==> config.mk <==
export PLATFORM = sky130hd
export DESIGN_NAME = spi_reg_responder_flat
export DESIGN_NICKNAME = d
export VERILOG_FILES = /design/src/rtl/spi_reg_responder_if.sv /design/src/rtl/spi_reg_responder.sv /design/src/flat_wrapper.sv
export SDC_FILE = /design/constraint.sdc
export NUM_CORES = 1
export LEC_CHECK = 0
export CAP_MARGIN = 25
export CORE_MARGIN = 3
export CORE_UTILIZATION = 45
export DETAILED_ROUTE_END_ITERATION = 10
export PLACE_DENSITY_LB_ADDON = 0.25
export SLEW_MARGIN = 20
export SYNTH_ARGS = -nofsm -noshare
export SYNTH_HDL_FRONTEND = slang
export SYNTH_SLANG_ARGS = --single-unit
==> constraint.sdc <==
create_clock -name PCLK -period 3.75 [get_ports PCLK]
set_clock_uncertainty 0.1 [all_clocks]
set_input_delay 0.5625 -clock PCLK [delete_from_list [all_inputs] [get_ports PCLK]]
set_output_delay 0.5625 -clock PCLK [all_outputs]
set_load 0.01 [all_outputs]
==> src/rtl/spi_reg_responder_if.sv <==
// spi_reg_responder_if: SPI pins plus the local register port of the SPI register responder
interface spi_reg_responder_if #(parameter int ADDR_W = 4);
  logic SCK, SS, MOSI, MISO, MISO_OE;
  logic [ADDR_W-1:0] LOC_ADDR;
  logic [7:0] LOC_WDATA, LOC_RDATA;
  logic LOC_WE, WR_PULSE, FRAME_ERR, ERR_CLR, BUSY;
  logic [6:0] WR_ADDR;
  modport slave (
    input SCK, SS, MOSI, LOC_ADDR, LOC_WDATA, LOC_WE, ERR_CLR,
    output MISO, MISO_OE, LOC_RDATA, WR_PULSE, WR_ADDR, FRAME_ERR, BUSY
  );
  modport master (
    output SCK, SS, MOSI, LOC_ADDR, LOC_WDATA, LOC_WE, ERR_CLR,
    input MISO, MISO_OE, LOC_RDATA, WR_PULSE, WR_ADDR, FRAME_ERR, BUSY
  );
endinterface

==> src/rtl/spi_reg_responder.sv <==
// spi_reg_responder: mode-0 SPI target exposing a byte register file, shared with a local PCLK-side port
module spi_reg_responder #(
  parameter int DEPTH = 16,
  parameter int ADDR_W = 4,
  parameter int SYNC_STAGES = 2
) (
  input logic PCLK,
  input logic PRESETn,
  spi_reg_responder_if.slave bus
);
  typedef enum logic [1:0] {IDLE, CMD, DATA} state_t;
  state_t state;
  logic [SYNC_STAGES-1:0] sck_q, ss_q, mosi_q;
  logic sck_d, ss_d, rw;
  logic [2:0] bit_cnt;
  logic [6:0] shreg, addr, addr_nx;
  logic [7:0] tx_shift, sh_nx;
  logic [7:0] regs [DEPTH];
  logic sck_rise, sck_fall, ss_rise, ss_fall;
  function automatic logic in_range(input logic [6:0] a);
    return int'(a) < DEPTH;
  endfunction
  function automatic logic [7:0] rd(input logic [6:0] a);
    return in_range(a) ? regs[a[ADDR_W-1:0]] : 8'h00;
  endfunction
  assign sck_rise = sck_q[SYNC_STAGES-1] & ~sck_d;
  assign sck_fall = ~sck_q[SYNC_STAGES-1] & sck_d;
  assign ss_rise = ss_q[SYNC_STAGES-1] & ~ss_d;
  assign ss_fall = ~ss_q[SYNC_STAGES-1] & ss_d;
  assign sh_nx = {shreg, mosi_q[SYNC_STAGES-1]};
  assign addr_nx = in_range(addr) ? 7'((addr + 7'd1) & 7'(DEPTH - 1)) : addr + 7'd1;
  assign bus.MISO_OE = state == DATA && rw;
  assign bus.BUSY = state != IDLE;
  // SS sync resets low so a select already asserted at reset release is not seen as a new frame
  always_ff @(posedge PCLK or negedge PRESETn) begin
    if (!PRESETn) begin
      sck_q <= '0;
      ss_q <= '0;
      mosi_q <= '0;
      sck_d <= 1'b0;
      ss_d <= 1'b0;
      state <= IDLE;
      bit_cnt <= '0;
      shreg <= '0;
      tx_shift <= '0;
      rw <= 1'b0;
      addr <= '0;
      bus.MISO <= 1'b0;
      bus.LOC_RDATA <= '0;
      bus.WR_PULSE <= 1'b0;
      bus.WR_ADDR <= '0;
      bus.FRAME_ERR <= 1'b0;
      for (int i = 0; i < DEPTH; i++) regs[i] <= '0;
    end else begin
      sck_q <= {sck_q[SYNC_STAGES-2:0], bus.SCK};
      ss_q <= {ss_q[SYNC_STAGES-2:0], bus.SS};
      mosi_q <= {mosi_q[SYNC_STAGES-2:0], bus.MOSI};
      sck_d <= sck_q[SYNC_STAGES-1];
      ss_d <= ss_q[SYNC_STAGES-1];
      bus.WR_PULSE <= 1'b0;
      bus.LOC_RDATA <= regs[bus.LOC_ADDR];
      if (bus.ERR_CLR) bus.FRAME_ERR <= 1'b0;
      // local write first so a same-cycle SPI write to the same register overrides it
      if (bus.LOC_WE) regs[bus.LOC_ADDR] <= bus.LOC_WDATA;
      if (ss_rise) begin
        state <= IDLE;
        bit_cnt <= '0;
        if (bit_cnt != 3'd0) bus.FRAME_ERR <= 1'b1;
      end else begin
        case (state)
          IDLE: if (ss_fall) begin
            state <= CMD;
            bit_cnt <= '0;
            shreg <= '0;
          end
          CMD: if (sck_rise) begin
            shreg <= sh_nx[6:0];
            bit_cnt <= bit_cnt + 3'd1;
            if (bit_cnt == 3'd7) begin
              rw <= sh_nx[7];
              addr <= sh_nx[6:0];
              tx_shift <= rd(sh_nx[6:0]);
              state <= DATA;
            end
          end
          DATA: begin
            if (sck_fall && rw) begin
              bus.MISO <= tx_shift[7];
              tx_shift <= {tx_shift[6:0], 1'b0};
            end
            if (sck_rise) begin
              shreg <= sh_nx[6:0];
              bit_cnt <= bit_cnt + 3'd1;
              if (bit_cnt == 3'd7) begin
                if (!rw && in_range(addr)) begin
                  regs[addr[ADDR_W-1:0]] <= sh_nx;
                  bus.WR_PULSE <= 1'b1;
                  bus.WR_ADDR <= addr;
                end
                if (rw) tx_shift <= rd(addr_nx);
                addr <= addr_nx;
              end
            end
          end
          default: state <= IDLE;
        endcase
      end
    end
  end
endmodule

==> src/flat_wrapper.sv <==
// flat-port wrapper written by rule: the top's interface ports become plain ports
module spi_reg_responder_flat 
#(
  parameter int DEPTH = 16,
  parameter int ADDR_W = 4,
  parameter int SYNC_STAGES = 2
)
  (PCLK, PRESETn, bus_SCK, bus_SS, bus_MOSI, bus_LOC_ADDR, bus_LOC_WDATA, bus_LOC_WE, bus_ERR_CLR, bus_MISO, bus_MISO_OE, bus_LOC_RDATA, bus_WR_PULSE, bus_WR_ADDR, bus_FRAME_ERR, bus_BUSY);
  spi_reg_responder_if #(.ADDR_W(ADDR_W)) bus_i ();
  input logic PCLK;
  input logic PRESETn;
  input wire logic [$bits(bus_i.SCK)-1:0] bus_SCK;
  input wire logic [$bits(bus_i.SS)-1:0] bus_SS;
  input wire logic [$bits(bus_i.MOSI)-1:0] bus_MOSI;
  input wire logic [$bits(bus_i.LOC_ADDR)-1:0] bus_LOC_ADDR;
  input wire logic [$bits(bus_i.LOC_WDATA)-1:0] bus_LOC_WDATA;
  input wire logic [$bits(bus_i.LOC_WE)-1:0] bus_LOC_WE;
  input wire logic [$bits(bus_i.ERR_CLR)-1:0] bus_ERR_CLR;
  output wire logic [$bits(bus_i.MISO)-1:0] bus_MISO;
  output wire logic [$bits(bus_i.MISO_OE)-1:0] bus_MISO_OE;
  output wire logic [$bits(bus_i.LOC_RDATA)-1:0] bus_LOC_RDATA;
  output wire logic [$bits(bus_i.WR_PULSE)-1:0] bus_WR_PULSE;
  output wire logic [$bits(bus_i.WR_ADDR)-1:0] bus_WR_ADDR;
  output wire logic [$bits(bus_i.FRAME_ERR)-1:0] bus_FRAME_ERR;
  output wire logic [$bits(bus_i.BUSY)-1:0] bus_BUSY;
  assign bus_i.SCK = bus_SCK;
  assign bus_i.SS = bus_SS;
  assign bus_i.MOSI = bus_MOSI;
  assign bus_i.LOC_ADDR = bus_LOC_ADDR;
  assign bus_i.LOC_WDATA = bus_LOC_WDATA;
  assign bus_i.LOC_WE = bus_LOC_WE;
  assign bus_i.ERR_CLR = bus_ERR_CLR;
  assign bus_MISO = bus_i.MISO;
  assign bus_MISO_OE = bus_i.MISO_OE;
  assign bus_LOC_RDATA = bus_i.LOC_RDATA;
  assign bus_WR_PULSE = bus_i.WR_PULSE;
  assign bus_WR_ADDR = bus_i.WR_ADDR;
  assign bus_FRAME_ERR = bus_i.FRAME_ERR;
  assign bus_BUSY = bus_i.BUSY;
  spi_reg_responder #(.DEPTH(DEPTH), .ADDR_W(ADDR_W), .SYNC_STAGES(SYNC_STAGES)) u_core (.PCLK(PCLK), .PRESETn(PRESETn), .bus(bus_i));
endmodule
==> results.md <==
* Placed cell areas at 12520 µm²
* WP buf/inv at 0
* Row Count at 58
* Number of synthesis warnings at 0
* Placed cell count at 1402
* Post-CTS setup buffer count at 0
* CTS root buffer: clkbuf_16
* I/O pin cnt at 39
* Static leakage at 4.906 nW
* Relative slew slack at 30.39%
* Outcome: finished, final reports clean
* # DRC at 0
* Area of the multi-input gates at 6653 µm²
* GRT overflow at 0
* Async SR Flop Fraction at 100.0%
* Post-layout minimum cycle time at 2.964 ns
* Initial DRC Count at 1061
* First-pass GRT wire length at 56.63 mm
* Max_cap viols at 0
* Worst-margin pin slew at 1.044 ns
* Clock sinks at 182
* Sequential area share after synthesis at 38.70%
* Core area at 25470 µm²
* Syn Std Cell Area at 11770 µm²
* Setup TNS at 0 ns
* Gpl congestion at 0.9217
* Slew Viols, Final at 0
* Flop and latch count out of synthesis at 182
* Post-synth EDFFs at 0
* TritonCTS clock tree: yes
* Worst-skew pair later-pin latency at 0.46 ns
* CP required at 3.94 ns
* Die area at 28130 µm²
* PostCTS Resize Cnt at 0
* Final worst slack at 0.7857 ns
* Crit end category: register
* DR vias at 9257
* Die width at 167.7 µm
* Data arrival, critical path at 3.16 ns
* Post-synth cell types at 60
* HPWL Detailed at 25.00 mm
* Dominant cell type by area after synthesis: dfrtp_1
* Hold Path Class: input pin to asynchronous set/reset pin
* Antenna viol nets, final at 0
* Fin crit share at 79.05%
* CTS Buffer Depth at 2
* Power Density at 494.5 nW/µm²
* # fillers at 2212
* CP Class: register to register
* Register Area at 4556 µm²
* CP Launch Type: register
* DR pass1 iterations at 7
* Gate Count Post-Synth at 1073
* Share of cells above drive strength 1 at 18.93%
* # setup viols final at 0
* Layout Area Growth over Synthesis at 11.32%
* Mean post-synth cell area at 10.97 µm²
* Non-Filler Instances at 1434
* CP max-delay cell: nor4b_4
* Starting Density at 46.20%
* Vias/cell at 6.455
* Largest net degree at the start of global routing at 86
* CP cell instances: nor2b_2 > nand2_2 > or2_1 > nor4b_4 > o21ai_0
* RSZ-0062 raised after global routing: no
* Post-CTS Hold Fix Bufs at 0
* Design Area, Final at 13100 µm²
* Port Buffer Count at 38
* Mapped Nets at 1103
* Max VDD drop at 284.0 µV
* Pre-CTS WS at 0.8198 ns
* # nets final at 1121
* Initial antenna violation count at 0
* Worst-path clk slew at 0.07 ns
* CP top delay family: simple AND/OR/NAND/NOR gates
* Ranking of synthesized cells by area: dfrtp_1 39%, mux4_2 18%, mux2i_1 13%
* Slowest stage delay, CP at 0.89 ns
* Yosys top cell area share at 38.70%
* Final hold violations at 0
* CTS Buf Count at 17
* Die Ht at 167.7 µm
* Number of global-route vias before repair at 9006
* Global Route Usage Sum at 26.26%
* Fmax at 0.3373 GHz
* Post-DR wirelength/cell at 25.30 µm
* Post-synth top flop: dfrtp_1
* # diodes at 0
* CP Max Fanout at 17
* Htree depth at 4
* Routed wire length at 36.28 mm
## path summary, 6_finish.rpt
path,endpoint,startpoint,slack (ns),depth (start not counted)
worst max-delay path,u_core.regs[56],u_core.sck_q[1],0.79,5
worst min-delay path,u_core.bus.WR_ADDR[6],PRESETn,0.04,1
worst max register to register,u_core.regs[56],u_core.sck_q[1],0.79,5
worst min register to register,u_core.ss_q[1],u_core.ss_q[0],0.26,0
max in group asynchronous,u_core.mosi_q[1],PRESETn,2.65,2
min in group PCLK,u_core.ss_q[1],u_core.ss_q[0],0.26,0
## layout make-up
type	count	share of cell area (%)
Multi-Input combinational cell	773	50.78
Inverter	24	0.6876
Clock inverter	12	1.003
Sequential cell	182	34.77
Timing Repair Buffer	93	6.198
Tap cell	330	3.152
Clock buffer	20	3.409
## registers in the layout, indices dropped and copies added, names as in the netlist
signal and count:
u_core.tx_shift 8, u_core.bit_cnt 3, u_core.sck_d 1, u_core.addr 7, u_core.bus.MISO 1, u_core.ss_d 1, u_core.ss_q 2, u_core.regs 128
u_core.bus.LOC_RDATA 8, u_core.rw 1, u_core.bus.WR_ADDR 7, u_core.sck_q 2, u_core.state 2, u_core.shreg 7, u_core.mosi_q 2, u_core.bus.FRAME_ERR 1
u_core.bus.WR_PULSE 1
## report_power, final
part	switching, mW	internal [mW]	leakage, nW
Combinational	0.866	0.942	2.51
Sequential	0.481	2.34	2.12
Clock	0.888	0.960	0.285
## cell families after synthesis
logic type      after synthesis  share of synthesized area, %
mux                         262                         33.39
xor+xnor                      2                        0.1489
compound gates              216                         10.47
flops                       182                         38.70
fa+ha+maj                    11                         1.169
buf+inv                     118                         5.114
simple gates                282                         11.00
## per-layer routing
layer / vias up / share of wire, % / track usage [%]
li1: 4018 / - / -
met4: 0 / 3.8 / 10.03
met1: 4616 / 41 / 35.88
met5: - / 0 / 0
met2: 537 / 46 / 40.89
met3: 86 / 9.0 / 6.374
## stage by stage
| stage | utilization [%] | total power [mW] | hold WS, ns |
|---|---|---|---|
| 4_1_cts | 51.43 | 6.457 | 0.1105 |
| 3_3_place_gp | 49.16 | 4.571 | 0.2358 |
| 6_report | 51.43 | 6.479 | 0.04014 |
| 5_1_grt | 51.43 | 6.751 | 0.08859 |
| 2_1_floorplan | - | 3.915 | 0.1669 |
| 3_5_place_dp | 49.16 | 4.624 | 0.2418 |
## cells in the mapped netlist, types with 3 or more instances
master,instances
dfrtp_1,182
nand2_1,165
mux2i_1,153
o21ai_0,143
mux4_2,92
clkbuf_1,42
buf_2,32
nor2_1,30
nand3_1,24
inv_1,23
a21oi_1,17
nor3_1,15
ha_1,11
mux4_1,9
mux2_2,8
nor2b_1,8
a22oi_1,7
buf_6,7
nand3b_1,7
a211oi_1,6
and2_1,6
o21ai_1,6
buf_1,5
clkbuf_8,5
a311oi_1,4
a31oi_1,4
nand2b_1,4
nor4_2,4
o211ai_1,4
or3_1,4
o2111ai_1,3
o22a_1,3
## worst reg2reg max path: stages (launching register included)
cell and delay [ns]:
dfrtp_1 0.64, nor2b_2 0.30, nand2_2 0.17, or2_1 0.47
nor4b_4 0.89, o21ai_0 0.23
## placed cells by master (no fill, tap or decap), drive strengths merged, types with 3 or more instances in the layout
cell,netlist,routed
a31oi,4,4
nand3b,7,7
dfrtp,182,182
clkbuf,47,21
mux2i,153,153
mux4,101,101
nand2b,4,4
mux2,8,8
o21ai,149,149
buf,46,57
nand2,166,166
inv,23,31
nand3,24,24
a22oi,7,7
ha,11,11
nor2b,9,9
o211ai,4,4
nor3,17,17
o22a,3,3
clkinv,1,4
nor4,5,5
clkdlybuf4s50,0,35
a311oi,4,4
a21oi,17,17
a211oi,6,6
o2111ai,3,3
and2,7,7
nor2,30,30
or3,4,4
(Power assumes the default switching activity.)
